===== src/rtl/fc_result_packer.sv =====
// fc_result_packer: requantizes 32-bit MAC results to int8 and packs 64 lanes per 512-bit write line.
// Latency: a line is committed on the edge that accepts its last byte; WriteReq_o is visible the cycle after.
// Backpressure: Halt_o rises when both FIFO entries hold lines; a Valid_i during Halt_o is dropped and Overflow_o latches.
//
// Ports:
//   clk, rst                 rising-edge clock, asynchronous active-high reset
//   Start_i                  synchronous job clear; wins over same-cycle Valid_i / WriteAck_i
//   ShiftBp_i, Relu_i        requantization controls (rounding right shift, optional ReLU)
//   Valid_i, Data_i, Last_i  incoming MAC result stream
//   Halt_o                   upstream must hold off while set
//   WriteData_o/ByteEnable_o head line of the FIFO and its lane mask
//   WriteReq_o, WriteAck_i   write-master handshake; an ack pops the head
//   Done_o                   one-cycle pulse after the job's final line is acked
//   Count_o                  lines acked since Start_i
//   Overflow_o               sticky protocol-violation flag

// Small generic FIFO with synchronous clear; head is read combinationally.
// Latency: a pushed entry is visible at headDat the cycle after the push.
// Backpressure: none internally; the owner must not push when count == DEPTH.
module fc_line_fifo #(
  parameter int WIDTH = 8,
  parameter int DEPTH = 2
) (
  input  logic                       clk,
  input  logic                       rst,
  input  logic                       clr,
  input  logic                       pushVld,
  input  logic [WIDTH-1:0]           pushDat,
  input  logic                       popVld,
  output logic [WIDTH-1:0]           headDat,
  output logic [$clog2(DEPTH+1)-1:0] count
);
  localparam int PTR_W = (DEPTH > 1) ? $clog2(DEPTH) : 1;
  localparam int CNT_W = $clog2(DEPTH + 1);

  logic [WIDTH-1:0] mem [DEPTH];
  logic [PTR_W-1:0] wrPtr;
  logic [PTR_W-1:0] rdPtr;

  function automatic logic [PTR_W-1:0] nextPtr(input logic [PTR_W-1:0] p);
    if (p == PTR_W'(DEPTH - 1)) return '0;
    return p + PTR_W'(1);
  endfunction

  assign headDat = mem[rdPtr];

  always_ff @(posedge clk or posedge rst) begin
    if (rst) begin
      for (int i = 0; i < DEPTH; i++) mem[i] <= '0;
      wrPtr <= '0;
      rdPtr <= '0;
      count <= '0;
    end else if (clr) begin
      for (int i = 0; i < DEPTH; i++) mem[i] <= '0;
      wrPtr <= '0;
      rdPtr <= '0;
      count <= '0;
    end else begin
      if (pushVld) begin
        mem[wrPtr] <= pushDat;
        wrPtr      <= nextPtr(wrPtr);
      end
      if (popVld) rdPtr <= nextPtr(rdPtr);
      case ({pushVld, popVld})
        2'b10:   count <= count + CNT_W'(1);
        2'b01:   count <= count - CNT_W'(1);
        default: count <= count;
      endcase
    end
  end
endmodule

module fc_result_packer #(
  parameter int AvalonData_WIDTH       = 512,
  parameter int AvalonByteEnable_WIDTH = 64,
  parameter int FIFO_DEPTH             = 2,
  parameter int COUNT_WIDTH            = 16
) (
  input  logic                              clk,
  input  logic                              rst,
  input  logic                              Start_i,
  input  logic [4:0]                        ShiftBp_i,
  input  logic                              Relu_i,
  input  logic                              Valid_i,
  input  logic [31:0]                       Data_i,
  input  logic                              Last_i,
  output logic                              Halt_o,
  output logic [AvalonData_WIDTH-1:0]       WriteData_o,
  output logic [AvalonByteEnable_WIDTH-1:0] WriteByteEnable_o,
  output logic                              WriteReq_o,
  input  logic                              WriteAck_i,
  output logic                              Done_o,
  output logic [COUNT_WIDTH-1:0]            Count_o,
  output logic                              Overflow_o
);
  localparam int LANE_W  = $clog2(AvalonByteEnable_WIDTH);
  localparam int FIFO_CW = $clog2(FIFO_DEPTH + 1);

  typedef struct packed {
    logic                              last;
    logic [AvalonByteEnable_WIDTH-1:0] mask;
    logic [AvalonData_WIDTH-1:0]       data;
  } lineEntry_t;

  // ---------------- requantization ----------------
  // 33-bit working width: the rounding add on a near-max positive input cannot wrap.
  logic signed [32:0] roundSum;
  logic signed [32:0] rounded;
  logic [7:0]         qByte;

  always_comb begin
    roundSum = {Data_i[31], Data_i};
    if (ShiftBp_i != 5'd0) roundSum = roundSum + (33'sd1 <<< (ShiftBp_i - 5'd1));
    rounded = roundSum >>> ShiftBp_i;
    if (Relu_i && rounded[32]) rounded = '0;
    if (rounded > 33'sd127)       qByte = 8'h7F;
    else if (rounded < -33'sd128) qByte = 8'h80;
    else                          qByte = rounded[7:0];
  end

  // ---------------- packing ----------------
  logic [LANE_W-1:0]                 laneCnt;
  logic [AvalonData_WIDTH-1:0]       lineReg;
  logic [AvalonByteEnable_WIDTH-1:0] maskReg;
  logic [AvalonData_WIDTH-1:0]       mergedLine;
  logic [AvalonByteEnable_WIDTH-1:0] mergedMask;
  logic [FIFO_CW-1:0]                fifoCount;
  lineEntry_t                        pushEntry;
  lineEntry_t                        headEntry;
  logic                              accept;
  logic                              commit;
  logic                              pop;

  assign WriteReq_o = (fifoCount != '0);
  assign Halt_o     = (fifoCount == FIFO_CW'(FIFO_DEPTH));

  // Start_i outranks both stream directions for the cycle it is high.
  assign accept = Valid_i & ~Halt_o & ~Start_i;
  assign commit = accept & ((laneCnt == LANE_W'(AvalonByteEnable_WIDTH - 1)) | Last_i);
  assign pop    = WriteAck_i & WriteReq_o & ~Start_i;

  // The committed line includes the byte arriving on the committing edge.
  always_comb begin
    mergedLine                       = lineReg;
    mergedLine[{laneCnt, 3'b000} +: 8] = qByte;
    mergedMask                       = maskReg;
    mergedMask[laneCnt]              = 1'b1;
    pushEntry.last                   = Last_i;
    pushEntry.mask                   = mergedMask;
    pushEntry.data                   = mergedLine;
  end

  always_ff @(posedge clk or posedge rst) begin
    if (rst) begin
      laneCnt <= '0;
      lineReg <= '0;
      maskReg <= '0;
    end else if (Start_i || commit) begin
      laneCnt <= '0;
      lineReg <= '0;
      maskReg <= '0;
    end else if (accept) begin
      laneCnt <= laneCnt + LANE_W'(1);
      lineReg <= mergedLine;
      maskReg <= mergedMask;
    end
  end

  // ---------------- line FIFO ----------------
  fc_line_fifo #(
    .WIDTH ($bits(lineEntry_t)),
    .DEPTH (FIFO_DEPTH)
  ) uLineFifo (
    .clk     (clk),
    .rst     (rst),
    .clr     (Start_i),
    .pushVld (commit),
    .pushDat (pushEntry),
    .popVld  (pop),
    .headDat (headEntry),
    .count   (fifoCount)
  );

  assign WriteData_o       = headEntry.data;
  assign WriteByteEnable_o = headEntry.mask;

  // ---------------- status ----------------
  always_ff @(posedge clk or posedge rst) begin
    if (rst) begin
      Done_o     <= 1'b0;
      Count_o    <= '0;
      Overflow_o <= 1'b0;
    end else begin
      Done_o <= pop & headEntry.last;
      if (Start_i) begin
        Count_o    <= '0;
        Overflow_o <= 1'b0;
      end else begin
        if (pop) Count_o <= Count_o + COUNT_WIDTH'(1);
        if (Valid_i && Halt_o) Overflow_o <= 1'b1;
      end
    end
  end
endmodule


===== config.mk =====
export PLATFORM = sky130hd
export DESIGN_NAME = fc_result_packer
export DESIGN_NICKNAME = d
export VERILOG_FILES = /design/src/rtl/fc_result_packer.sv
export SDC_FILE = /design/constraint.sdc
export NUM_CORES = 2
export LEC_CHECK = 0
export CORE_MARGIN = 3
export CORE_UTILIZATION = 45
export DETAILED_ROUTE_END_ITERATION = 7
export GPL_TIMING_DRIVEN = 0
export SLEW_MARGIN = 0
export SYNTH_ARGS = -nofsm -noshare
export SYNTH_HDL_FRONTEND = slang
export SYNTH_SLANG_ARGS = --single-unit

===== constraint.sdc =====
create_clock -name clk -period 137.3 [get_ports clk]
set_input_delay 27.46 -clock clk [delete_from_list [all_inputs] [get_ports clk]]
set_output_delay 27.46 -clock clk [all_outputs]
set_load 0.01 [all_outputs]

# Word level (Yosys, flattened, before mapping)
# Index checks and enable logic that the tools add are counted.
[word_totals]
output_inout_bits = 596
ff_bits = 1758
input_bits = 44
wordCells = 100
[op_classes]
muxes = 41
n_addsub = 9
n_lt_le_gt_ge = 7
n_reduce_logical = 12
eq_ne = 4
shifts = 4
bitwise_logic = 12
[op_table]
columns = ["op", "n"]
rows = [
  ["2-to-1 mux 1154 bit", 2],
  ["2-to-1 mux 577 bit", 4],
  ["bitwise mux 1154 bit", 1],
  ["2-to-1 mux 512 bit", 2],
  ["demux 577 bit (select 1 bit)", 1],
  ["bitwise mux 512 bit", 1],
  ["variable shift 8 x 11 -> 512 bit (first input constant)", 1],
  ["variable part select 8 x 11 -> 512 bit", 1],
  ["2-to-1 mux 64 bit", 2],
  ["2-to-1 mux 33 bit", 2],
  ["OR 64 bit", 1],
  ["adder 32 x 33 -> 33 bit", 1],
  ["> comparator 33 x 8 -> 1 bit (second input constant)", 1],
  ["< comparator 33 x 8 -> 1 bit (second input constant)", 1],
  ["<<< shifter 2 x 5 -> 33 bit (first input constant)", 1],
  [">>> shifter 33 x 5 -> 33 bit", 1],
  ["2-to-1 mux 16 bit", 2],
  ["2-to-1 mux 1 bit", 17],
  ["adder 16 x 1 -> 16 bit (second input constant)", 1],
  ["2-to-1 mux 8 bit", 2],
  ["2-to-1 mux 6 bit", 2],
  ["negation 9 -> 11 bit", 1],
  ["nonzero test 2 bit", 5],
  ["< comparator 6 x 7 -> 1 bit (second input constant)", 1],
  ["22 further kinds", 35],
]

# Logic depth before layout (Yosys ltp)
[depth]
ltp_word = 15
depth_mapped = 28
depth_no_buf = 20

# Hierarchy
# Synthesis repeated with hierarchy kept, for this count alone.
[unflattened]
hier_cells = 10114
area_unflattened_um2 = 87482.7
[modules_own_cells]
columns = ["mod", "seq_area_each_um2", "instances", "area_per_inst_um2", "cells_each"]
rows = [
  ["fc_line_fifo", 28977.8, 1, 52853.2, 5663],
  ["fc_result_packer", 15014.4, 1, 34629.5, 4451],
]

# Worst setup path before layout
# No wires, ideal clock.
[synth_path]
path_kind = "input -> register"
start = "in ShiftBp_i[2]"
end = "reg lineReg[334]"
arrival_time_ns = 33.545
required_ns = 137.220
cell_stages = 26
setup_slack_ns = 103.674
setup_time_ns = 0.080
path_buffers = 9
cell_sequence = "clkbuf_1 buf_1 clkbuf_1 clkbuf_1 buf_1 buf_1 nand2_1 nor2_1 ha_1 buf_2 a21oi_1 o21ai_1 a211oi_2 a2bb2oi_1 o211ai_1 a2111oi_1 nor2_1 a221o_1 a21boi_0 nor4_1 a211oi_2 a211oi_2 a21oi_2 buf_4 buf_4 o21ai_1"
[synth_between]
elab_chain_len = 14
elab_cells_between_ends = 16
cone_classes = "add/sub: 2; order compare: 2; shift: 3; mux: 7; reduce/logical: 2"
[synth_rtl]
columns = ["element", "line_no", "text"]
rows = [
  ["start, declared", "82", "input logic [4:0] ShiftBp_i,"],
  ["subtractor 5 x 1 -> 5 bit", "113", "if (ShiftBp_i != 5'd0) roundSum = roundSum + (33'sd1 <<< (ShiftBp_i - 5'd1));"],
  ["<<< shifter 2 x 5 -> 33 bit", "113", ""],
  ["adder 32 x 33 -> 33 bit", "113", ""],
  ["2-to-1 mux 33 bit", "113", ""],
  [">>> shifter 33 x 5 -> 33 bit *", "114", "rounded = roundSum >>> ShiftBp_i;"],
  ["logical AND 1 bit", "115", "if (Relu_i && rounded[32]) rounded = '0;"],
  ["2-to-1 mux 33 bit *", "115", ""],
  ["< comparator 33 x 8 -> 1 bit", "117", "else if (rounded < -33'sd128) qByte = 8'h80;"],
  ["2-to-1 mux 8 bit", "117", ""],
  ["2-to-1 mux 8 bit *", "116", "if (rounded > 33'sd127) qByte = 8'h7F;"],
  ["variable part select 8 x 11 -> 512 bit *", "145", "mergedLine[{laneCnt, 3'b000} +: 8] = qByte;"],
  ["bitwise mux 512 bit *", "145", ""],
  ["2-to-1 mux 512 bit *", "162", "end else if (accept) begin"],
  ["2-to-1 mux 512 bit *", "158", "end else if (Start_i || commit) begin"],
  ["end signal, assigned", "164", "lineReg <= mergedLine;"],
  ["end, declared", "123", "logic [AvalonData_WIDTH-1:0] lineReg;"],
]
# Every way passes the cells marked *; elsewhere a longest branch is shown, timed or not. The select of a mux whose other input is x is not followed.
# A chain may end at the register's enable or synchronous reset.

# Worst setup path after layout
[layout_path]
start = "in ShiftBp_i[2]"
end = "reg uLineFifo.mem[694] in the netlist's numbering"
[layout_between]
elab_chain_len = 15
elab_cells_between_ends = 17
cone_classes = "add/sub: 2; order compare: 2; shift: 3; mux: 8; reduce/logical: 2"
[layout_rtl]
columns = ["element", "line_no", "text"]
rows = [
  ["subtractor 5 x 1 -> 5 bit", "113", ""],
  ["<<< shifter 2 x 5 -> 33 bit", "113", ""],
  ["adder 32 x 33 -> 33 bit", "113", ""],
  ["2-to-1 mux 33 bit", "113", ""],
  [">>> shifter 33 x 5 -> 33 bit *", "114", ""],
  ["logical AND 1 bit", "115", ""],
  ["2-to-1 mux 33 bit *", "115", ""],
  ["< comparator 33 x 8 -> 1 bit", "117", ""],
  ["2-to-1 mux 8 bit", "117", ""],
  ["2-to-1 mux 8 bit *", "116", ""],
  ["variable part select 8 x 11 -> 512 bit *", "145", ""],
  ["bitwise mux 512 bit *", "145", ""],
  ["bitwise mux 1154 bit *", "60", "mem[wrPtr] <= pushDat;"],
  ["2-to-1 mux 1154 bit *", "59", "if (pushVld) begin"],
  ["2-to-1 mux 1154 bit *", "53", "end else if (clr) begin"],
  ["end signal, assigned by index", "60", ""],
  ["end, declared", "36", "logic [WIDTH-1:0] mem [DEPTH];"],
]
# Marks and branches as above.

==> run_results.csv <==
group,metric,value,unit
clock_network,clockBufferDepth,3,
clock_network,tritoncts,"built",
worst_setup_path,r2r_end,"uLineFifo.mem[7]$_DFFE_PP0P_",
synthesis,synth-edff-count,0,
synthesis,synth_nets,8573,
worst_setup_path,worstSetupEndpointType,"register",
place,place_congestion,1.00,
die,io_pins,640,
worst_setup_path,crit_path_start,"ShiftBp_i[2]",
status,status,"complete, but fails checks",
timing,max_freq,25.3,MHz
synthesis,synth.distinct_cells,86,
synthesis,synthTopCellsByArea,"dfrtp_1 (53%), mux2_2 (7.8%), a22oi_1 (6.1%)",
die,fp-row-count,157,
worst_setup_path,crit_type,"primary input to register",
synthesis,yosysTopAreaCell,"dfrtp_1",
die,dieArea,190000,sq um
synthesis,synthAdderAreaFrac,0.595,%
worst_setup_path,cpMaxStageDelayCell,"a21oi_2",
synthesis,ys_seq_elements,1758,
clock_network,clkTransAtPathRegs,0.06,ns
global_routing,grt_max_degree,135,
synthesis,synth_ff_type,"dfrtp_1",
final_layout,finish.net_count,9456,
global_routing,grt_pass1_vias,76445,
synthesis,synth_top_family_by_area,"compound AO/OA/AOI/OAI gates",
job,drv_cap,16,
synthesis,synth-simple-area-share,9.77,%
timing,slew_violations,97,
die,die_x,436,um
clock_network,cts_resized,0,
timing,relSlewSlack,-11.6,%
timing,final.setup.tns,0,ns
place,buffer_ports.inserted,637,
final_layout,syn_to_final_growth,20.5,%
drt,drt-total-wl,400000,um
synthesis,yosysTopAreaCellShare,52.8,%
final_layout,drive_gt1_share,12.2,%
clock_network,cts_hold_buf,0,
drt,wire_per_inst,33.2,um
power,p_per_area,11.8,nW/um^2
timing,holdWs,0.474,ns
worst_setup_path,cp_slowest_stage_delay,1.18,ns
global_routing,antenna_found_initial,33,
worst_setup_path,critPathLaunchType,"primary input",
synthesis,syn_area_per_cell,9.81,sq um
worst_setup_path,r2r_start,"laneCnt[4]$_DFFE_PP0P_",
place,dpl.hpwl,285000,um
global_routing,grt_pass1_wl,565000,um
worst_setup_path,rrSetupSlack,131.01,ns
power,peakVddDrop,0.0110,mV
place,place_ws,97.62,ns
worst_setup_path,critPathMostFrequentCell,"clkbuf_1",
synthesis,synth_commonest_cells,"dfrtp_1 (1758), nand2_1 (1190), o21ai_1 (914)",
clock_network,cts_sinks,1758,
synthesis,yosysWarnings,0,
timing,rsz0062_at_grt,"no",
synthesis,synth-xor-area-share,0.336,%
drt,ant_nets,0,
clock_network,insertion_delay,0.87,ns
drt,route.detailed.drc,0,
timing,finalHoldViolations,0,
timing,fin_crit,39.49,ns
synthesis,yosys-mux-area-fraction,8.90,%
status,violations,"capacitance limit, slew limit",
worst_setup_path,cp.arrival,40.16,ns
die,core_region_area,183000,sq um
clock_network,htree_levels,4,
timing,skew,0.0873,ns
die,fp.dieH,436,um
synthesis,synth-compound-area-share,24.4,%
timing,worst_slack,97.81,ns
synthesis,synth_cells,8490,
worst_setup_path,worst-path-max-fanout,10,
synthesis,syn_area,83300,sq um
worst_setup_path,worstPathRequired,137.97,ns
synthesis,yosysSeqAreaShare,52.8,%
clock_network,postCtsSetupRepairBufs,0,
timing,setup-violations-final,0,
global_routing,grt.total_usage,40.9,%
clock_network,cts_buffers,185,
die,initial_core_util,45.4,%
drt,drt_iter0_drc,10581,
timing,worstMarginPinSlew,1.67,ns
clock_network,clock-root-buffer,"clkbuf_16",
power,p_leak,42.6,nW
worst_setup_path,worst-r2r-cell-count,13,
synthesis,yosysMostFrequentCell,"dfrtp_1",
drt,vias_per_cell,6.59,
timing,post-route-period-util,28.8,%
global_routing,gr-total-overflow,0,
drt,drtPass1Iterations,7,
drt,dr_total_vias,79191,
synthesis,async_reset_ff_share,100,%
worst_setup_path,crit_end,"uLineFifo.mem[694]$_DFFE_PP0P_",
min_path,min_path_type,"register to register",
[worst max-delay path, delay by kind of cell]
family                   cells  cell delay (ns)
AO/OA/AOI/OAI               11             4.94
AND/OR/NAND/NOR              5             1.85
buffers and inverters       10             5.56
adder cells (fa/ha/maj)      1             0.27
[sequential cells by signal (all words and copies together) (netlist names)]
signal           flops
uLineFifo.mem     1154
lineReg            512
maskReg             64
Count_o             16
laneCnt              6
uLineFifo.count      2
Done_o               1
Overflow_o           1
uLineFifo.rdPtr      1
uLineFifo.wrPtr      1
[worst min-delay path by stage]
stage                                         startpoint                        endpoint  slack (ns)  cells past startpoint
after floorplan           uLineFifo.mem[103]$_DFFE_PP0P_  uLineFifo.mem[103]$_DFFE_PP0P_        0.44                      2
after global placement    uLineFifo.mem[319]$_DFFE_PP0P_  uLineFifo.mem[319]$_DFFE_PP0P_        0.46                      2
after detailed placement  uLineFifo.mem[423]$_DFFE_PP0P_  uLineFifo.mem[423]$_DFFE_PP0P_        0.46                      2
after CTS                 uLineFifo.mem[223]$_DFFE_PP0P_  uLineFifo.mem[223]$_DFFE_PP0P_        0.48                      2
after global routing      uLineFifo.mem[936]$_DFFE_PP0P_  uLineFifo.mem[936]$_DFFE_PP0P_        0.49                      2
final                     uLineFifo.mem[383]$_DFFE_PP0P_  uLineFifo.mem[383]$_DFFE_PP0P_        0.47                      2
[cells in the final DEF (no fill, tap or decap), drive strengths merged, types with 13 or more instances in the layout]
master,Yosys,final
a21oi,434,434
xnor2,18,18
mux2i,77,77
a31oi,94,94
buf,154,212
xor2,14,14
o21a,67,67
clkdlybuf4s50,0,637
a32oi,71,71
nand2b,21,21
mux2,580,580
nor2,531,531
a2bb2oi,115,115
a22o,19,19
a22oi,677,677
nand2,1190,1190
and3,13,13
dfrtp,1758,1758
nand3,57,57
clkinv,2,38
o211ai,27,27
a221oi,41,41
a211oi,38,38
clkbuf,471,752
ha,38,38
and2,18,18
a21o,14,14
nand4,31,31
nor3,74,74
o21ai,1632,1632
diode,0,29
inv,23,27
or2,17,17
bufinv,0,15
[area by class of cell]
class / count / area (sq um)
Antenna cell: 29 / 72.6
Timing Repair Buffer: 696 / 7430
Clock inverter: 61 / 836
Buffer: 625 / 2570
Sequential cell: 1758 / 44000
Inverter: 25 / 101
Tap cell: 2464 / 3080
Multi-Input combinational cell: 6082 / 36900
Fill cell: 16776 / 83000
Clock buffer: 280 / 5500
[per-stage QoR]
stage	instance area, sq um	cells	total power [mW]	utilization [%]
global route	100000	11993	1.21	54.7
floorplan	83300	8490	0.596	-
finish	100000	12020	1.18	54.7
CTS	100000	11989	1.18	54.7
global placement	92800	11591	0.657	50.6
detailed placement	94000	11648	0.657	51.2
[cell families (layout without fill, tap and decap cells)]
kind of cell / Yosys count / in the layout
AO/OA/AOI/OAI: 3343 / 3343
AND/OR/NAND/NOR: 2006 / 2006
flip-flops: 1758 / 1758
multiplexers: 662 / 662
buffers and inverters: 650 / 1687
adder cells (fa/ha/maj): 39 / 39
XOR/XNOR: 32 / 32
other: 0 / 29
[power by group]
group	total, mW	switching [mW]	leakage (nW)	internal (mW)
sequential	0.519	0.000645	24.6	0.519
combinational	0.134	0.108	14.9	0.0259
clock	0.529	0.224	3.11	0.305
total	1.18	0.332	42.6	0.850
[layer usage]
layer / GRT usage (%) / up-vias / share of wire (%)
li1: - / 32856 / -
met1: 52.2 / 39964 / 38
met2: 58.5 / 5113 / 42
met3: 12.0 / 1244 / 11
met4: 31.0 / 14 / 9.0
met5: 0.101 / - / 0.026
No activity file was read; power rests on OpenSTA's default activity.
